## src/rtl/tristate_bus_reader_if.sv

```systemverilog
// Handshake and bus signals between the tri-state register bank, the scan
// reader and the downstream consumer of captured words.
interface tristate_bus_reader_if #(
    parameter int unsigned NrOfBits = 8,
    parameter int unsigned NrOfRegs = 4,
    parameter int unsigned IdxBits  = 2
);
    logic                Start;
    logic [NrOfRegs-1:0] RegMask;
    logic [NrOfBits-1:0] BusIn;
    logic [NrOfRegs-1:0] Cs;
    logic [NrOfBits-1:0] DataOut;
    logic [IdxBits-1:0]  DataIdx;
    logic                DataValid;
    logic                DataReady;
    logic                Busy;
    logic                Done;

    // Reader side: owns the chip selects and the captured-word handshake.
    modport master (
        input  Start, RegMask, BusIn, DataReady,
        output Cs, DataOut, DataIdx, DataValid, Busy, Done
    );

    // Environment side: register bank plus scan requester and word consumer.
    modport slave (
        output Start, RegMask, BusIn, DataReady,
        input  Cs, DataOut, DataIdx, DataValid, Busy, Done
    );
endinterface

```

## src/rtl/tristate_bus_reader.sv

```systemverilog
// Scans a mask of chip-selected registers on a shared tri-state bus in
// ascending index order. Each register is selected alone, given a settle
// window, captured, and handed downstream on a valid/ready handshake.
module tristate_bus_reader #(
    parameter int unsigned NrOfBits     = 8,
    parameter int unsigned NrOfRegs     = 4,
    parameter int unsigned IdxBits      = 2,
    parameter int unsigned SettleCycles = 1
) (
    input logic                   Clock,
    input logic                   Reset,
    input logic                   Tick,
    tristate_bus_reader_if.master bus
);
    localparam int unsigned CntBits = (SettleCycles > 1) ? $clog2(SettleCycles) : 1;
    localparam logic [CntBits-1:0] CntLast = CntBits'(SettleCycles - 1);

    typedef enum logic [1:0] {StIdle, StSelect, StPresent, StDone} state_e;

    state_e              state_q;
    logic [NrOfRegs-1:0] mask_q;
    logic [IdxBits-1:0]  idx_q;
    logic [CntBits-1:0]  cnt_q;
    logic [NrOfRegs-1:0] cs_q;
    logic [NrOfBits-1:0] data_q;
    logic [IdxBits-1:0]  data_idx_q;
    logic                valid_q;
    logic                busy_q;
    logic                done_q;
    logic [NrOfRegs-1:0] mask_rest;

    // Index of the lowest set bit; callers guarantee the mask is nonzero.
    function automatic logic [IdxBits-1:0] lowest_idx(input logic [NrOfRegs-1:0] m);
        logic [IdxBits-1:0] r;
        r = '0;
        for (int i = NrOfRegs - 1; i >= 0; i--) begin
            if (m[i]) r = IdxBits'(i);
        end
        return r;
    endfunction

    // Chip-select pattern driving exactly one register onto the bus.
    function automatic logic [NrOfRegs-1:0] select_cs(input logic [IdxBits-1:0] idx);
        return ~(NrOfRegs'(1) << idx);
    endfunction

    // Mask left over once the word currently presented is accepted.
    assign mask_rest = mask_q & ~(NrOfRegs'(1) << idx_q);

    // Scan FSM with all outputs registered; Tick gates every state change.
    always_ff @(posedge Clock) begin
        if (Reset) begin
            state_q    <= StIdle;
            mask_q     <= '0;
            idx_q      <= '0;
            cnt_q      <= '0;
            cs_q       <= '1;
            data_q     <= '0;
            data_idx_q <= '0;
            valid_q    <= 1'b0;
            busy_q     <= 1'b0;
            done_q     <= 1'b0;
        end else if (Tick) begin
            case (state_q)
                StIdle: begin
                    if (bus.Start) begin
                        busy_q <= 1'b1;
                        if (bus.RegMask != '0) begin
                            mask_q  <= bus.RegMask;
                            idx_q   <= lowest_idx(bus.RegMask);
                            cs_q    <= select_cs(lowest_idx(bus.RegMask));
                            cnt_q   <= '0;
                            state_q <= StSelect;
                        end else begin
                            done_q  <= 1'b1;
                            state_q <= StDone;
                        end
                    end
                end
                StSelect: begin
                    if (cnt_q == CntLast) begin
                        data_q     <= bus.BusIn;
                        data_idx_q <= idx_q;
                        valid_q    <= 1'b1;
                        cs_q       <= '1;
                        state_q    <= StPresent;
                    end else begin
                        cnt_q <= cnt_q + CntBits'(1);
                    end
                end
                StPresent: begin
                    if (bus.DataReady) begin
                        valid_q <= 1'b0;
                        mask_q  <= mask_rest;
                        if (mask_rest != '0) begin
                            // Next register goes straight onto the bus: no idle gap.
                            idx_q   <= lowest_idx(mask_rest);
                            cs_q    <= select_cs(lowest_idx(mask_rest));
                            cnt_q   <= '0;
                            state_q <= StSelect;
                        end else begin
                            done_q  <= 1'b1;
                            state_q <= StDone;
                        end
                    end
                end
                StDone: begin
                    done_q  <= 1'b0;
                    busy_q  <= 1'b0;
                    state_q <= StIdle;
                end
                default: state_q <= StIdle;
            endcase
        end
    end

    assign bus.Cs        = cs_q;
    assign bus.DataOut   = data_q;
    assign bus.DataIdx   = data_idx_q;
    assign bus.DataValid = valid_q;
    assign bus.Busy      = busy_q;
    assign bus.Done      = done_q;
endmodule

```

## src/flat_wrapper.sv

```systemverilog
// flat-port wrapper written by rule: the top's interface ports become plain ports
module tristate_bus_reader_flat 
#(
    parameter int unsigned NrOfBits     = 8,
    parameter int unsigned NrOfRegs     = 4,
    parameter int unsigned IdxBits      = 2,
    parameter int unsigned SettleCycles = 1
)
  (Clock, Reset, Tick, bus_Start, bus_RegMask, bus_BusIn, bus_DataReady, bus_Cs, bus_DataOut, bus_DataIdx, bus_DataValid, bus_Busy, bus_Done);
  tristate_bus_reader_if #(.NrOfBits(NrOfBits), .NrOfRegs(NrOfRegs), .IdxBits(IdxBits)) bus_i ();
  input logic Clock;
  input logic Reset;
  input logic Tick;
  input wire logic [$bits(bus_i.Start)-1:0] bus_Start;
  input wire logic [$bits(bus_i.RegMask)-1:0] bus_RegMask;
  input wire logic [$bits(bus_i.BusIn)-1:0] bus_BusIn;
  input wire logic [$bits(bus_i.DataReady)-1:0] bus_DataReady;
  output wire logic [$bits(bus_i.Cs)-1:0] bus_Cs;
  output wire logic [$bits(bus_i.DataOut)-1:0] bus_DataOut;
  output wire logic [$bits(bus_i.DataIdx)-1:0] bus_DataIdx;
  output wire logic [$bits(bus_i.DataValid)-1:0] bus_DataValid;
  output wire logic [$bits(bus_i.Busy)-1:0] bus_Busy;
  output wire logic [$bits(bus_i.Done)-1:0] bus_Done;
  assign bus_i.Start = bus_Start;
  assign bus_i.RegMask = bus_RegMask;
  assign bus_i.BusIn = bus_BusIn;
  assign bus_i.DataReady = bus_DataReady;
  assign bus_Cs = bus_i.Cs;
  assign bus_DataOut = bus_i.DataOut;
  assign bus_DataIdx = bus_i.DataIdx;
  assign bus_DataValid = bus_i.DataValid;
  assign bus_Busy = bus_i.Busy;
  assign bus_Done = bus_i.Done;
  tristate_bus_reader #(.NrOfBits(NrOfBits), .NrOfRegs(NrOfRegs), .IdxBits(IdxBits), .SettleCycles(SettleCycles)) u_core (.Clock(Clock), .Reset(Reset), .Tick(Tick), .bus(bus_i));
endmodule
```

## config.mk

```make
export PLATFORM = sky130hd
export DESIGN_NAME = tristate_bus_reader_flat
export DESIGN_NICKNAME = d
export VERILOG_FILES = /design/src/rtl/tristate_bus_reader_if.sv /design/src/rtl/tristate_bus_reader.sv /design/src/flat_wrapper.sv
export SDC_FILE = /design/constraint.sdc
export NUM_CORES = 1
export LEC_CHECK = 0
export BUFFER_PORTS_ARGS = -buffer_cell sky130_fd_sc_hd__buf_2
export CAP_MARGIN = 20
export CORE_ASPECT_RATIO = 0.9
export CORE_MARGIN = 5
export CORE_UTILIZATION = 50
export DETAILED_ROUTE_END_ITERATION = 8
export PLACE_DENSITY = 0.83
export SYNTH_ARGS = -nofsm -noshare
export SYNTH_HDL_FRONTEND = slang
export SYNTH_SLANG_ARGS = --single-unit
```

## constraint.sdc

```tcl
create_clock -name Clock -period 5.47 [get_ports Clock]
set_input_delay 0.2735 -clock Clock [delete_from_list [all_inputs] [get_ports Clock]]
set_output_delay 0.2735 -clock Clock [all_outputs]
set_load 0.01 [all_outputs]
```

======== Yosys cells after proc, flatten, opt, wreduce, memory -nomap -nowiden ========
Index checks and enable logic that the tools add are counted.
Widths: inputs -> output; s select.
operators by class
  add/sub/neg operators ................... 1
  shift operators ......................... 3
  order comparisons ....................... 0
  div/mod/pow operators ................... 0
  reductions and logical operators ........ 17
  muxes and demuxes ....................... 51
  eq/ne operators ......................... 10
  bitwise operators ....................... 5
  $mul .................................... 0
operators by type and width
  operator             count
  $mux 2               23
  $mux 4               8
  $reduce_and 6->1     3
  $mux 1               12
  $not 4->4            3
  $pmux 4 s3           1
  $shl 1x2->4 const A  3
  $ne 2x2->1 const B   5
  $pmux 2 s4           1
  $pmux 4 s2           1
  $reduce_and 4->1     2
  $reduce_bool 4->1    2
  $reduce_and 7->1     1
  $pmux 1 s3           2
  $reduce_and 3->1     2
  $reduce_bool 2->1    3
  $reduce_bool 3->1    2
  $reduce_and 5->1     1
  $and 4x4->4          1
  $eq 2x2->1 const B   2
  $ne 2x1->1 const B   2
  $pmux 1 s2           2
  $pmux 2 s2           1
  $eq 2x1->1 const B   1
  other kinds (3)      3
word-level totals
  bits of input ports ..................... 17
  memories ................................ 0
  RAM bits ................................ 0
  memory bits (read-only) ................. 0
  word-level logic and storage cells ...... 97
  latch bits .............................. 0
  output and inout port bits .............. 17
  register bits after elaboration ......... 26

======== Longest topological paths before layout ========
Gate-level depths: netlist of run 1.
  word-level depth ........................ 17
  depth in mapped cells ................... 8
  mapped depth without buffers ............ 7

======== Least setup slack after synthesis of run 1 ========
Ideal clock, no wire load.
  kind .................................... register to register
  start point ............................. register u_core.state_q[0]
  end point ............................... register u_core.cs_q[0], in the netlist u_core.bus.Cs[0]
  cell stages (with the launch flop) ...... 8
  arrival time ............................ 1.879 ns
  setup time .............................. 0.122 ns
  buffers on the path ..................... 0
  period minus slack after synthesis ...... 2.001 ns
  slack ................................... 3.469 ns
  required time ........................... 5.348 ns
  cell sequence ........................... dfxtp_1 -> inv_1 -> ha_1 -> nand2b_1 -> nand3_1 -> or3_1 -> nand2b_1 -> a221o_1
between the ends
  word-level cells in the longest chain between the ends .. 3
  elaborated cells between the ends (all ways) .. 11
  those cells by class .................... eq/ne: 7; mux: 1; reduce/logical: 3
RTL lines
  element                                                    line                       source
  start, declared                                            tristate_bus_reader.sv:20  state_e state_q;
  start signal, assigned                                     tristate_bus_reader.sv:53  state_q <= StIdle;
  start signal, assigned                                     tristate_bus_reader.sv:73  state_q <= StSelect;
  start signal, assigned                                     tristate_bus_reader.sv:76  state_q <= StDone;
  $eq 2x1->1, or another cell as far along                   tristate_bus_reader.sv:64  case (state_q)
  $ne 2x2->1 (no source line), or another cell as far along  -
  $reduce_and 7->1 (no source line)                          -
  end signal, assigned                                       tristate_bus_reader.sv:71  cs_q <= select_cs(lowest_idx(bus.RegMask));
  end signal, assigned                                       tristate_bus_reader.sv:98  cs_q <= select_cs(lowest_idx(mask_rest));
  end, declared                                              tristate_bus_reader.sv:24  logic [NrOfRegs-1:0] cs_q;
Several ways; a longest one is shown, not always the timed one.
A chain may end at the register's enable or synchronous reset.

======== Worst setup path in the final report of run 1 ========
  start point ............................. register u_core.state_q[0]
  end point ............................... register u_core.idx_q[1]
between the ends
  word-level cells in the longest chain between the ends .. 3
  elaborated cells between the ends (all ways) .. 9
  those cells by class .................... eq/ne: 5; mux: 1; reduce/logical: 3
RTL lines
  element                                                    line                       source
  $eq 2x2->1 or $logic_not 2->1 (tied branches)              tristate_bus_reader.sv:64
  $ne 2x1->1 (no source line), or another cell as far along  -
  $reduce_and 6->1 (no source line)                          -
  end signal, assigned                                       tristate_bus_reader.sv:70  idx_q <= lowest_idx(bus.RegMask);
  end signal, assigned                                       tristate_bus_reader.sv:97  idx_q <= lowest_idx(mask_rest);
  end, declared                                              tristate_bus_reader.sv:22  logic [IdxBits-1:0] idx_q;
Several ways; a longest one is shown, not always the timed one.

==> results_tabular.tex, run 1 <==
\begin{tabular}{lr}
\hline
Metric & Value \\
\hline
\multicolumn{2}{l}{\textbf{Timing}} \\
\quad Final TNS setup & 0 ns \\
\quad Tmin final & 2.55 ns \\
\quad \# setup viols final & 0 \\
\quad Worst slew pin tran & 0.826 ns \\
\quad Hold Violations, Final & 0 \\
\quad Share of the cycle needed by the critical path after routing & 0.466 \\
\quad Worst Clk Skew & 0.00447 ns \\
\quad Unrepaired setup endpoints after global routing & false \\
\quad Rel. slew slack & 0.445 \\
\quad Count of final max-slew check failures & 0 \\
\quad Fmax & 392 MHz \\
\multicolumn{2}{l}{\textbf{GRT}} \\
\quad Via count of the first global-routing pass & 1,231 \\
\quad First-pass GRT wire length & 5290 um \\
\quad Global-route total usage across every layer & 0.163 \\
\quad Largest net degree at the start of global routing & 28 \\
\quad Initial antenna violation count & 0 \\
\quad Overall overflow remaining after global route & 0 \\
\multicolumn{2}{l}{\textbf{Synth}} \\
\quad Gate count after technology mapping & 186 \\
\quad Top FF cell, synth & sky130\_fd\_sc\_hd\_\_dfxtp\_1 \\
\quad Area of the mapped netlist & 1420 um2 \\
\quad Register area share after synthesis & 0.353 \\
\quad Count of flip-flops with a built-in enable after synthesis & 0 \\
\quad Ys Warns & 0 \\
\quad Nets in the synthesized netlist & 208 \\
\quad Share of synthesized flip-flops with an asynchronous set or reset & 0 \\
\quad Register bit total from synthesis & 25 \\
\quad Mean instance size in the synthesized netlist & 7.63 um2 \\
\quad Distinct cell type count of the synthesized netlist & 42 \\
\multicolumn{2}{l}{\textbf{Clocking}} \\
\quad Cts hold-fix bufs & 0 \\
\quad TritonCTS sink count & 25 \\
\quad TritonCTS clock tree & done \\
\quad Depth of the CTS H-tree & 1 \\
\quad Clock buffer depth & 2 \\
\quad Clock buffer count from CTS & 3 \\
\quad CTS clk-pin slew, worst paths & 0.14 ns \\
\quad CTS-repair resized insts & 0 \\
\quad Setup fix buffers added after clock tree synthesis & 0 \\
\quad Library cell used as clock root buffer & sky130\_fd\_sc\_hd\_\_clkbuf\_4 \\
\quad Clock insertion delay at the later pin of the skew report & 0.32 ns \\
\multicolumn{2}{l}{\textbf{Drt}} \\
\quad WL per Instance & 12.9 um \\
\quad Residual DRC count & 0 \\
\quad Final wirelength & 3220 um \\
\quad Drt first pass iters & 4 \\
\quad Routed Antenna Nets & 0 \\
\quad DR iter-0 viols & 148 \\
\quad Number of vias after detailed routing & 1,414 \\
\quad Routed vias/inst & 5.66 \\
\multicolumn{2}{l}{\textbf{Floorplanning}} \\
\quad Die Wd & 66.2 um \\
\quad Number of I/O pins & 34 \\
\quad Row count & 18 \\
\quad Die Footprint & 4000 um2 \\
\quad Vert. Die Dim & 60.5 um \\
\quad Core Area & 2730 um2 \\
\quad Initial standard-cell utilization of the core & 0.521 \\
\multicolumn{2}{l}{\textbf{Cells and area}} \\
\quad Most frequent cells in the layout & 33 x sky130\_fd\_sc\_hd\_\_buf\_2, 27 x sky130\_fd\_sc\_hd\_\_nand2\_1, 25 x sky130\_fd\_sc\_hd\_\_dfxtp\_1 \\
\quad Multi-input gate area in the final layout & 857 um2 \\
\quad Antenna diodes & 0 \\
\quad Share of post-route cells with drive strength above 1 & 0.186 \\
\quad Final instance area & 1610 um2 \\
\quad Number of standard cells in the layout, taps in and fillers out & 250 \\
\quad Storage cell area & 500 um2 \\
\quad Number of nets at the end of the flow & 233 \\
\quad Growth of design area from synthesis to finish & 13.8\% \\
\quad Number of fill cells in the layout & 267 \\
\quad Most common library cell in the layout ignoring fill and taps & sky130\_fd\_sc\_hd\_\_buf\_2 \\
\multicolumn{2}{l}{\textbf{Critical path}} \\
\quad Series of cell instances along the critical path & inv\_1 > ha\_1 > nand2b\_1 > nand3\_1 > nor3\_1 > a21oi\_1 > a311oi\_1 \\
\quad Highest-delay cell along the critical path & sky130\_fd\_sc\_hd\_\_nor3\_1 \\
\quad Kind of critical path & reg -> reg \\
\quad Data required time at the worst endpoint & 5.71 ns \\
\quad Cell class contributing the biggest share of worst-path delay & simple AND/OR/NAND/NOR gates \\
\quad CP endpoint kind & register \\
\quad Number of buffer and inverter instances along the worst setup path & 1 \\
\quad Delay contributed by the slowest stage of the critical path & 0.74 ns \\
\quad Data arrival at the endpoint of the critical path & 2.79 ns \\
\quad Startpoint type of the worst setup path & register \\
\quad Critical path fanouts, max & 22 \\
\multicolumn{2}{l}{\textbf{Outcome}} \\
\quad Result of the run & completed \\
\multicolumn{2}{l}{\textbf{Place}} \\
\quad Number of cells after detailed placement & 246 \\
\quad Placed cell areas & 1580 um2 \\
\quad Total of buffers placed on input and output ports & 33 \\
\quad Half-perimeter wire length of the detailed placement result & 2390 um \\
\quad Final RePlAce weighted congestion & 0.874 \\
\multicolumn{2}{l}{\textbf{Power and ir drop}} \\
\quad Leak & 0.000641 uW \\
\quad Share of total power in the clock network & 0.211 \\
\quad Peak supply drop & 0.000182 V \\
\quad Switching fraction of total power & 0.330 \\
\quad Sw power & 133 uW \\
\quad Combinational cell fraction of total power & 0.258 \\
\quad Register share of total power & 0.531 \\
\quad Internal power & 269 uW \\
\quad Power Density & 249 nW/um2 \\
\multicolumn{2}{l}{\textbf{Flow run}} \\
\quad Number of max-capacitance violations reported & 0 \\
\multicolumn{2}{l}{\textbf{Worst hold path}} \\
\quad HP Class & in -> reg \\
\hline
\end{tabular}
## power groups by stage
| stage | Clock, uW | Sequential, uW | Combinational (uW) |
|---|---|---|---|
| after floorplan | 0 | 212 | 77.9 |
| after global placement | 0 | 216 | 101 |
| after detailed placement | 0 | 217 | 103 |
| after CTS | 84.8 | 213 | 104 |
| after global routing | 95.5 | 216 | 116 |
| final | 84.8 | 213 | 104 |
## layer usage
metal | GRT usage | routed length, um
met5 | 0 | 0
met4 | 0.0435 | 16
met3 | 0.0278 | 191
met2 | 0.266 | 1490
met1 | 0.225 | 1520
## worst register-to-register path: stages (launching register included)
cell and delay, ns:
sky130_fd_sc_hd__dfxtp_1 0.43, sky130_fd_sc_hd__inv_1 0.08, sky130_fd_sc_hd__ha_1 0.42, sky130_fd_sc_hd__nand2b_1 0.16, sky130_fd_sc_hd__nand3_1 0.21, sky130_fd_sc_hd__nor3_1 0.74
sky130_fd_sc_hd__a21oi_1 0.15, sky130_fd_sc_hd__a311oi_1 0.28
## kinds of logic after synthesis
family          synth area share
simple gates               0.299
buf+inv                   0.0432
flops                      0.353
compound gates             0.231
mux                       0.0300
fa+ha+maj                 0.0441
## flip-flops by register name (all words and copies together), names as in the netlist
register and count:
u_core.bus.DataOut 8, u_core.bus.DataValid 1, u_core.idx_q 2, u_core.bus.Busy 1, u_core.bus.Cs 4, u_core.mask_q 4, u_core.bus.DataIdx 2, u_core.state_q 2
u_core.bus.Done 1
## metrics by stage
step | power [uW] | setup WS (ns) | utilization | hold slack [ns]
after floorplan | 290 | 3.47 | - | 0.409
after global placement | 318 | 3.13 | 0.581 | 0.442
after detailed placement | 320 | 2.99 | 0.581 | 0.445
after CTS | 401 | 2.96 | 0.592 | 0.175
after global routing | 428 | 2.63 | 0.592 | 0.148
final | 401 | 2.92 | 0.592 | 0.171
## final timing paths
path | cells after the start | endpoint | slack [ns] | start
max | 7 | u_core.idx_q[1] | 2.92 | u_core.state_q[0]
min | 3 | u_core.bus.DataOut[2] | 0.17 | bus_BusIn[2]
max reg2reg | 7 | u_core.idx_q[1] | 2.92 | u_core.state_q[0]
min reg2reg | 2 | u_core.bus.DataOut[3] | 0.47 | u_core.bus.DataOut[3]
## cells in the mapped netlist, types with 3 or more instances
| library cell | count | share of area |
|---|---|---|
| sky130_fd_sc_hd__and2_1 | 3 | 0.013 |
| sky130_fd_sc_hd__nor2b_1 | 3 | 0.013 |
| sky130_fd_sc_hd__a311oi_1 | 3 | 0.019 |
| sky130_fd_sc_hd__nand3b_1 | 4 | 0.021 |
| sky130_fd_sc_hd__o21ai_0 | 8 | 0.028 |
| sky130_fd_sc_hd__dfxtp_1 | 25 | 0.35 |
| sky130_fd_sc_hd__nand2_1 | 27 | 0.071 |
| sky130_fd_sc_hd__nand2b_1 | 9 | 0.040 |
| sky130_fd_sc_hd__clkbuf_1 | 11 | 0.029 |
| sky130_fd_sc_hd__a21oi_1 | 23 | 0.081 |
| sky130_fd_sc_hd__ha_1 | 5 | 0.044 |
| sky130_fd_sc_hd__nor3_1 | 6 | 0.021 |
| sky130_fd_sc_hd__nand3_1 | 3 | 0.011 |
| sky130_fd_sc_hd__nor3b_1 | 3 | 0.016 |
| sky130_fd_sc_hd__nor2_1 | 16 | 0.042 |
| sky130_fd_sc_hd__inv_1 | 3 | 0.0079 |
## layout make-up
type                       count  area share
multi-input combinational    145       0.531
sequential                    25       0.310
timing repair buffer          33       0.102
tap                           40      0.0310
clock buffer                   3      0.0140
inverter                       3     0.00698
clock inverter                 1     0.00465
(Power assumes the default switching activity.)
==> run 2, diff against run 1 <==
- clock period: 5.47 -> 2.4 ns (I/O delays scaled with it)
==> run 2 against run 1 <==
Worst setup slack got worse by 2.6 ns. Fmax grew 20%. Clock-buffer cell count unchanged. Critical endpoint is now u_core.bus.Cs[0]. Highest routed layer unchanged.
==> results_tabular.tex, run 2 (synthesis gave the netlist of run 1 again) <==
\begin{tabular}{lr}
\hline
Metric & Value \\
\hline
\multicolumn{2}{l}{\textbf{Outcome}} \\
\quad Result of the run & completed (unchanged) \\
\multicolumn{2}{l}{\textbf{Drt}} \\
\quad DR iter-0 viols & 95 (was 148) \\
\quad Drt first pass iters & 4 (unchanged) \\
\quad Final wirelength & 3410 um (was 3220 um) \\
\quad Routed vias/inst & 5.48 (was 5.66) \\
\quad Routed Antenna Nets & 0 (unchanged) \\
\quad Residual DRC count & 0 (unchanged) \\
\quad Number of vias after detailed routing & 1,426 (was 1,414) \\
\quad WL per Instance & 13.1 um (was 12.9 um) \\
\multicolumn{2}{l}{\textbf{Timing}} \\
\quad Rel. slew slack & 0.683 (was 0.445) \\
\quad Unrepaired setup endpoints after global routing & false (unchanged) \\
\quad Worst slew pin tran & 0.475 ns (was 0.826 ns) \\
\quad Tmin final & 2.12 ns (was 2.55 ns) \\
\quad Count of final max-slew check failures & 0 (unchanged) \\
\quad Share of the cycle needed by the critical path after routing & 0.884 (was 0.466) \\
\quad Worst Clk Skew & 0.0147 ns (was 0.00447 ns) \\
\quad Hold Violations, Final & 0 (unchanged) \\
\quad Fmax & 472 MHz (was 392 MHz) \\
\quad \# setup viols final & 0 (unchanged) \\
\quad Final TNS setup & 0 ns (unchanged) \\
\multicolumn{2}{l}{\textbf{Cells and area}} \\
\quad Number of flip-flops under the largest register name & 8 (unchanged) \\
\quad Most frequent cells in the layout & 33 x sky130\_fd\_sc\_hd\_\_buf\_2, 27 x sky130\_fd\_sc\_hd\_\_nand2\_1, 25 x sky130\_fd\_sc\_hd\_\_dfxtp\_1 (unchanged) \\
\quad Most common library cell in the layout ignoring fill and taps & sky130\_fd\_sc\_hd\_\_buf\_2 (unchanged) \\
\quad Share of post-route cells with drive strength above 1 & 0.200 (was 0.186) \\
\quad Growth of design area from synthesis to finish & 20.0\% (was 13.8\%) \\
\quad Number of standard cells in the layout, taps in and fillers out & 260 (was 250) \\
\quad Number of nets at the end of the flow & 243 (was 233) \\
\quad Antenna diodes & 0 (unchanged) \\
\multicolumn{2}{l}{\textbf{Critical path}} \\
\quad Cell type with the highest occurrence count on the critical path & sky130\_fd\_sc\_hd\_\_nand2b\_1 \\
\quad Data arrival at the endpoint of the critical path & 2.35 ns (was 2.79 ns) \\
\quad Startpoint type of the worst setup path & register (unchanged) \\
\quad Register-to-register setup slack & 0.28 ns (was 2.92 ns) \\
\quad CP endpoint kind & register (unchanged) \\
\quad Series of cell instances along the critical path & inv\_1 > ha\_1 > nand2b\_1 > nand3\_1 > or3\_1 > nand2b\_1 > a221o\_1 (was inv\_1 > ha\_1 > nand2b\_1 > nand3\_1 > nor3\_1 > a21oi\_1 > a311oi\_1) \\
\quad Highest-delay cell along the critical path & sky130\_fd\_sc\_hd\_\_dfxtp\_1 (was sky130\_fd\_sc\_hd\_\_nor3\_1) \\
\quad Delay contributed by the slowest stage of the critical path & 0.44 ns (was 0.74 ns) \\
\quad Critical path fanouts, max & 6 (was 22) \\
\quad Kind of critical path & reg -> reg (unchanged) \\
\quad Data required time at the worst endpoint & 2.63 ns (was 5.71 ns) \\
\multicolumn{2}{l}{\textbf{Clocking}} \\
\quad TritonCTS sink count & 25 (unchanged) \\
\quad Clock insertion delay at the later pin of the skew report & 0.33 ns (was 0.32 ns) \\
\quad TritonCTS clock tree & done (unchanged) \\
\quad Clock buffer depth & 2 (unchanged) \\
\quad Setup fix buffers added after clock tree synthesis & 0 (unchanged) \\
\quad CTS clk-pin slew, worst paths & 0.16 ns (was 0.14 ns) \\
\quad Clock buffer count from CTS & 3 (unchanged) \\
\quad Depth of the CTS H-tree & 1 (unchanged) \\
\quad Library cell used as clock root buffer & sky130\_fd\_sc\_hd\_\_clkbuf\_4 (unchanged) \\
\multicolumn{2}{l}{\textbf{GRT}} \\
\quad Overall overflow remaining after global route & 0 (unchanged) \\
\quad Global-route total usage across every layer & 0.186 (was 0.163) \\
\quad Largest net degree at the start of global routing & 28 (unchanged) \\
\quad Initial antenna violation count & 0 (unchanged) \\
\quad First-pass GRT wire length & 5820 um (was 5290 um) \\
\quad Via count of the first global-routing pass & 1,337 (was 1,231) \\
\multicolumn{2}{l}{\textbf{Power and ir drop}} \\
\quad Sw power & 318 uW (was 133 uW) \\
\quad Switching fraction of total power & 0.335 (was 0.330) \\
\quad Internal power & 632 uW (was 269 uW) \\
\quad Share of total power in the clock network & 0.220 (was 0.211) \\
\quad Register share of total power & 0.507 (was 0.531) \\
\quad Combinational cell fraction of total power & 0.273 (was 0.258) \\
\quad Peak supply drop & 0.000498 V (was 0.000182 V) \\
\quad Leak & 0.000692 uW (was 0.000641 uW) \\
\quad Power Density & 558 nW/um2 (was 249 nW/um2) \\
\multicolumn{2}{l}{\textbf{Place}} \\
\quad Total of buffers placed on input and output ports & 33 (unchanged) \\
\quad Final RePlAce weighted congestion & 0.849 (was 0.874) \\
\quad Half-perimeter wire length of the detailed placement result & 2380 um (was 2390 um) \\
\quad Number of cells after detailed placement & 251 (was 246) \\
\multicolumn{2}{l}{\textbf{Floorplanning}} \\
\quad Initial standard-cell utilization of the core & 0.521 (unchanged) \\
\quad Die Wd & 66.2 um (unchanged) \\
\quad Core Area & 2730 um2 (unchanged) \\
\quad Row count & 18 (unchanged) \\
\quad Vert. Die Dim & 60.5 um (unchanged) \\
\quad Die Footprint & 4000 um2 (unchanged) \\
\quad Number of I/O pins & 34 (unchanged) \\
\multicolumn{2}{l}{\textbf{Flow run}} \\
\quad Number of max-capacitance violations reported & 0 (unchanged) \\
\multicolumn{2}{l}{\textbf{Worst hold path}} \\
\quad HP Class & in -> reg (unchanged) \\
\hline
\end{tabular}
## run 2: timing repair
action / 4_1_cts / 5_1_grt
endpoints found under the hold margin: 5 / 0
hold buffers: 5 / 0
gates resized for setup: 0 / 0
## run 2: cell type report
| class | count | area [um2] |
|---|---|---|
| multi-input cells | 145 | 857 |
| flip-flops and latches | 25 | 500 |
| repair buffers | 43 | 253 |
| clock inverters | 1 | 8.76 |
| inverters | 3 | 11.3 |
| fillers | 236 | 1020 |
| well taps | 40 | 50.0 |
| clock buffers | 3 | 22.5 |
## run 2: worst max-delay path, delay by kind of cell, from the launching register on
family / cells / cell delay, ns
buffers and inverters: 1 / 0.09
DFF: 1 / 0.44
AOI/OAI and AO/OA: 1 / 0.37
adders and majority gates: 1 / 0.27
and+or+nand+nor: 4 / 0.85
## run 2: path summary, 6_finish.rpt
path,start,end,cells after the start
setup reg to reg,u_core.state_q[0],u_core.bus.Cs[0],7
setup / recovery,u_core.state_q[0],u_core.bus.Cs[0],7
hold reg to reg,u_core.bus.DataOut[5],u_core.bus.DataOut[5],2
hold / removal,bus_BusIn[6],u_core.bus.DataOut[6],3
## run 2: per-stage QoR
stage,setup WS [ns],area [um2],hold WS [ns],total power [uW],utilization
global placement,0.386,1620,0.361,737,0.595
CTS,0.298,1700,0.000838,952,0.625
finish,0.279,1700,0.0150,950,0.625
floorplan,0.399,1420,0.256,660,-
global route,0.144,1700,0.0234,1010,0.625
detailed placement,0.329,1620,0.368,740,0.595
## run 2: power by group through the flow
stage	Clock (uW)	Combinational (uW)	Sequential, uW
floorplan	0	177	483
global placement	0	249	488
detailed placement	0	251	490
global route	224	295	489
finish	209	260	481
CTS	213	259	481
## run 2: layer usage
layer / part of all wire / routed length, um / vias up / track usage
met5: 0 / 0 / - / 0
met4: 0.0097 / 33 / 0 / 0.0551
met3: 0.066 / 224 / 4 / 0.0481
met2: 0.48 / 1640 / 45 / 0.310
met1: 0.44 / 1510 / 648 / 0.239
li1: - / - / 729 / -
==> run 3, diff against run 2 <==
- CORE_UTILIZATION: 50 -> 33
- PLACE_DENSITY: 0.83 -> unset
==> run 3 against run 2 <==
Register-to-register slack worse by 0.03 ns. Die area is 43% higher. Cell count is 1.5% higher. Non-clock buffer count is 4 lower. Fmax is 1.6% lower. Critical path depth stayed put. Largest power group unchanged.
==> results_tabular.tex, run 3 (synthesis gave the netlist of run 1 again) <==
\begin{tabular}{lr}
\hline
Metric & Value \\
\hline
\multicolumn{2}{l}{\textbf{Outcome}} \\
\quad Result of the run & completed (unchanged) \\
\multicolumn{2}{l}{\textbf{Cells and area}} \\
\quad Number of fill cells in the layout & 442 (was 236) \\
\quad Number of flip-flops under the largest register name & 8 (unchanged) \\
\quad Number of nets at the end of the flow & 239 (was 243) \\
\quad Final instance area & 1690 um2 (was 1700 um2) \\
\quad Antenna diodes & 0 (unchanged) \\
\quad Most common library cell in the layout ignoring fill and taps & sky130\_fd\_sc\_hd\_\_buf\_2 (unchanged) \\
\quad Multi-input gate area in the final layout & 862 um2 (was 857 um2) \\
\quad Storage cell area & 500 um2 (unchanged) \\
\quad Most frequent cells in the layout & 33 x sky130\_fd\_sc\_hd\_\_buf\_2, 27 x sky130\_fd\_sc\_hd\_\_nand2\_1, 25 x sky130\_fd\_sc\_hd\_\_dfxtp\_1 (unchanged) \\
\quad Growth of design area from synthesis to finish & 19.3\% (was 20.0\%) \\
\quad Share of post-route cells with drive strength above 1 & 0.213 (was 0.200) \\
\multicolumn{2}{l}{\textbf{Critical path}} \\
\quad Register-to-register setup slack & 0.25 ns (was 0.28 ns) \\
\quad Series of cell instances along the critical path & inv\_1 > ha\_1 > nand2b\_1 > nand3\_2 > or3\_1 > nand2b\_1 > a221o\_1 (was inv\_1 > ha\_1 > nand2b\_1 > nand3\_1 > or3\_1 > nand2b\_1 > a221o\_1) \\
\quad Number of buffer and inverter instances along the worst setup path & 1 (unchanged) \\
\quad CP endpoint kind & register (unchanged) \\
\quad Critical path fanouts, max & 8 (was 6) \\
\quad Cell class contributing the biggest share of worst-path delay & simple AND/OR/NAND/NOR gates (unchanged) \\
\quad Kind of critical path & reg -> reg (unchanged) \\
\quad Critical Path Source & u\_core.state\_q[0] (unchanged) \\
\quad Data required time at the worst endpoint & 2.57 ns (was 2.63 ns) \\
\quad Reg-to-reg critical path startpoint & u\_core.state\_q[0] (unchanged) \\
\quad Destination of the worst register-to-register timing path & u\_core.bus.Cs[0] (unchanged) \\
\quad Startpoint type of the worst setup path & register (unchanged) \\
\quad Highest-delay cell along the critical path & sky130\_fd\_sc\_hd\_\_dfxtp\_1 (unchanged) \\
\quad Cells on worst reg2reg path & 7 (unchanged) \\
\quad Cell type with the highest occurrence count on the critical path & sky130\_fd\_sc\_hd\_\_nand2b\_1 (unchanged) \\
\quad Delay contributed by the slowest stage of the critical path & 0.43 ns (was 0.44 ns) \\
\quad Data arrival at the endpoint of the critical path & 2.32 ns (was 2.35 ns) \\
\multicolumn{2}{l}{\textbf{Drt}} \\
\quad WL per Instance & 13.7 um (was 13.1 um) \\
\quad Number of vias after detailed routing & 1,390 (was 1,426) \\
\quad Routed Antenna Nets & 0 (unchanged) \\
\quad Drt first pass iters & 4 (unchanged) \\
\quad Final wirelength & 3620 um (was 3410 um) \\
\quad Residual DRC count & 0 (unchanged) \\
\quad Routed vias/inst & 5.27 (was 5.48) \\
\quad DR iter-0 viols & 57 (was 95) \\
\multicolumn{2}{l}{\textbf{Floorplanning}} \\
\quad Row count & 22 (was 18) \\
\quad Number of I/O pins & 34 (unchanged) \\
\quad Core Area & 4130 um2 (was 2730 um2) \\
\quad Die Wd & 79.1 um (was 66.2 um) \\
\quad Initial standard-cell utilization of the core & 0.344 (was 0.521) \\
\quad Die Footprint & 5710 um2 (was 4000 um2) \\
\quad Vert. Die Dim & 72.2 um (was 60.5 um) \\
\multicolumn{2}{l}{\textbf{Clocking}} \\
\quad Clock buffer depth & 2 (unchanged) \\
\quad Clock insertion delay at the later pin of the skew report & 0.27 ns (was 0.33 ns) \\
\quad Depth of the CTS H-tree & 1 (unchanged) \\
\quad TritonCTS clock tree & done (unchanged) \\
\quad TritonCTS sink count & 25 (unchanged) \\
\quad Library cell used as clock root buffer & sky130\_fd\_sc\_hd\_\_clkbuf\_8 (was sky130\_fd\_sc\_hd\_\_clkbuf\_4) \\
\quad Clock buffer count from CTS & 3 (unchanged) \\
\quad CTS clk-pin slew, worst paths & 0.09 ns (was 0.16 ns) \\
\quad Setup fix buffers added after clock tree synthesis & 0 (unchanged) \\
\multicolumn{2}{l}{\textbf{Timing}} \\
\quad Unrepaired setup endpoints after global routing & false (unchanged) \\
\quad Rel. slew slack & 0.670 (was 0.683) \\
\quad Count of final max-slew check failures & 0 (unchanged) \\
\quad \# setup viols final & 0 (unchanged) \\
\quad Share of the cycle needed by the critical path after routing & 0.898 (was 0.884) \\
\quad Final TNS setup & 0 ns (unchanged) \\
\quad Smallest hold slack & 0.0701 ns (was 0.0150 ns) \\
\quad Tmin final & 2.15 ns (was 2.12 ns) \\
\quad Hold Violations, Final & 0 (unchanged) \\
\quad Worst Clk Skew & 0.00536 ns (was 0.0147 ns) \\
\quad Worst slew pin tran & 0.494 ns (was 0.475 ns) \\
\quad Fmax & 464 MHz (was 472 MHz) \\
\multicolumn{2}{l}{\textbf{Flow run}} \\
\quad Number of max-capacitance violations reported & 0 (unchanged) \\
\multicolumn{2}{l}{\textbf{Worst hold path}} \\
\quad HP Class & in -> reg (unchanged) \\
\quad Worst hold start & bus\_BusIn[0] (was bus\_BusIn[6]) \\
\quad Hold EP & u\_core.bus.DataOut[0] (was u\_core.bus.DataOut[6]) \\
\quad Hold Crit Depth & 3 (unchanged) \\
\multicolumn{2}{l}{\textbf{GRT}} \\
\quad Overall overflow remaining after global route & 0 (unchanged) \\
\quad First-pass GRT wire length & 5860 um (was 5820 um) \\
\quad Global-route total usage across every layer & 0.124 (was 0.186) \\
\quad Initial antenna violation count & 0 (unchanged) \\
\quad Via count of the first global-routing pass & 1,257 (was 1,337) \\
\quad Largest net degree at the start of global routing & 28 (unchanged) \\
\multicolumn{2}{l}{\textbf{Place}} \\
\quad Total of buffers placed on input and output ports & 33 (unchanged) \\
\quad Half-perimeter wire length of the detailed placement result & 2670 um (was 2380 um) \\
\quad Final RePlAce weighted congestion & 0.788 (was 0.849) \\
\quad Placed cell areas & 1640 um2 (was 1620 um2) \\
\multicolumn{2}{l}{\textbf{Power and ir drop}} \\
\quad Leak & 0.000682 uW (was 0.000692 uW) \\
\quad Peak supply drop & 0.000279 V (was 0.000498 V) \\
\quad Power Density & 592 nW/um2 (was 558 nW/um2) \\
\quad Overall power of the completed layout & 1000 uW (was 950 uW) \\
\hline
\end{tabular}
-- run 3: layout make-up --
type,instances,area share
Timing Repair Buffer,39,0.124
Sequential cell,25,0.296
Tap cell,48,0.0355
Multi-Input combinational cell,145,0.509
Inverter,3,0.00665
Clock buffer,3,0.0244
Clock inverter,1,0.00443
-- run 3: stage by stage --
| stage | util | setup slack (ns) | std cells |
|---|---|---|---|
| 6_report | 0.410 | 0.246 | 264 |
| 2_1_floorplan | - | 0.399 | 186 |
| 3_3_place_gp | 0.397 | 0.250 | 260 |
| 4_1_cts | 0.409 | 0.175 | 264 |
| 3_5_place_dp | 0.397 | 0.192 | 260 |
| 5_1_grt | 0.410 | 0.0440 | 264 |
-- run 3: timing repair --
action	CTS	global route
gates resized for setup	0	1
endpoints found under the setup margin	0	2
hold buffers	0	0
-- run 3: worst max path at each step --
stage	slack [ns]	endpoint	cells after the start
4_1_cts	0.18	u_core.bus.Cs[0]	7
5_1_grt	0.04	u_core.bus.Cs[0]	7
6_report	0.25	u_core.bus.Cs[0]	7
3_3_place_gp	0.25	u_core.bus.Cs[3]	7
3_5_place_dp	0.19	u_core.bus.Cs[0]	7
2_1_floorplan	0.40	u_core.bus.Cs[0]	7
-- run 3: power by group --
group          internal, uW  switching (uW)
registers               446            32.6
clock network           118             141
logic                   116             149
-- run 3: tightest hold or removal path, cell delays in order --
cell                      delay [ns]
sky130_fd_sc_hd__buf_2          0.09
sky130_fd_sc_hd__nand2_1        0.04
sky130_fd_sc_hd__a21oi_1        0.05
-- run 3: per-layer routing --
layer	GRT usage	wire length, um	up-vias
li1	-	-	726
met1	0.178	1800	625
met2	0.189	1550	35
met3	0.0335	234	4
met4	0.0229	24	0
met5	0	0	-
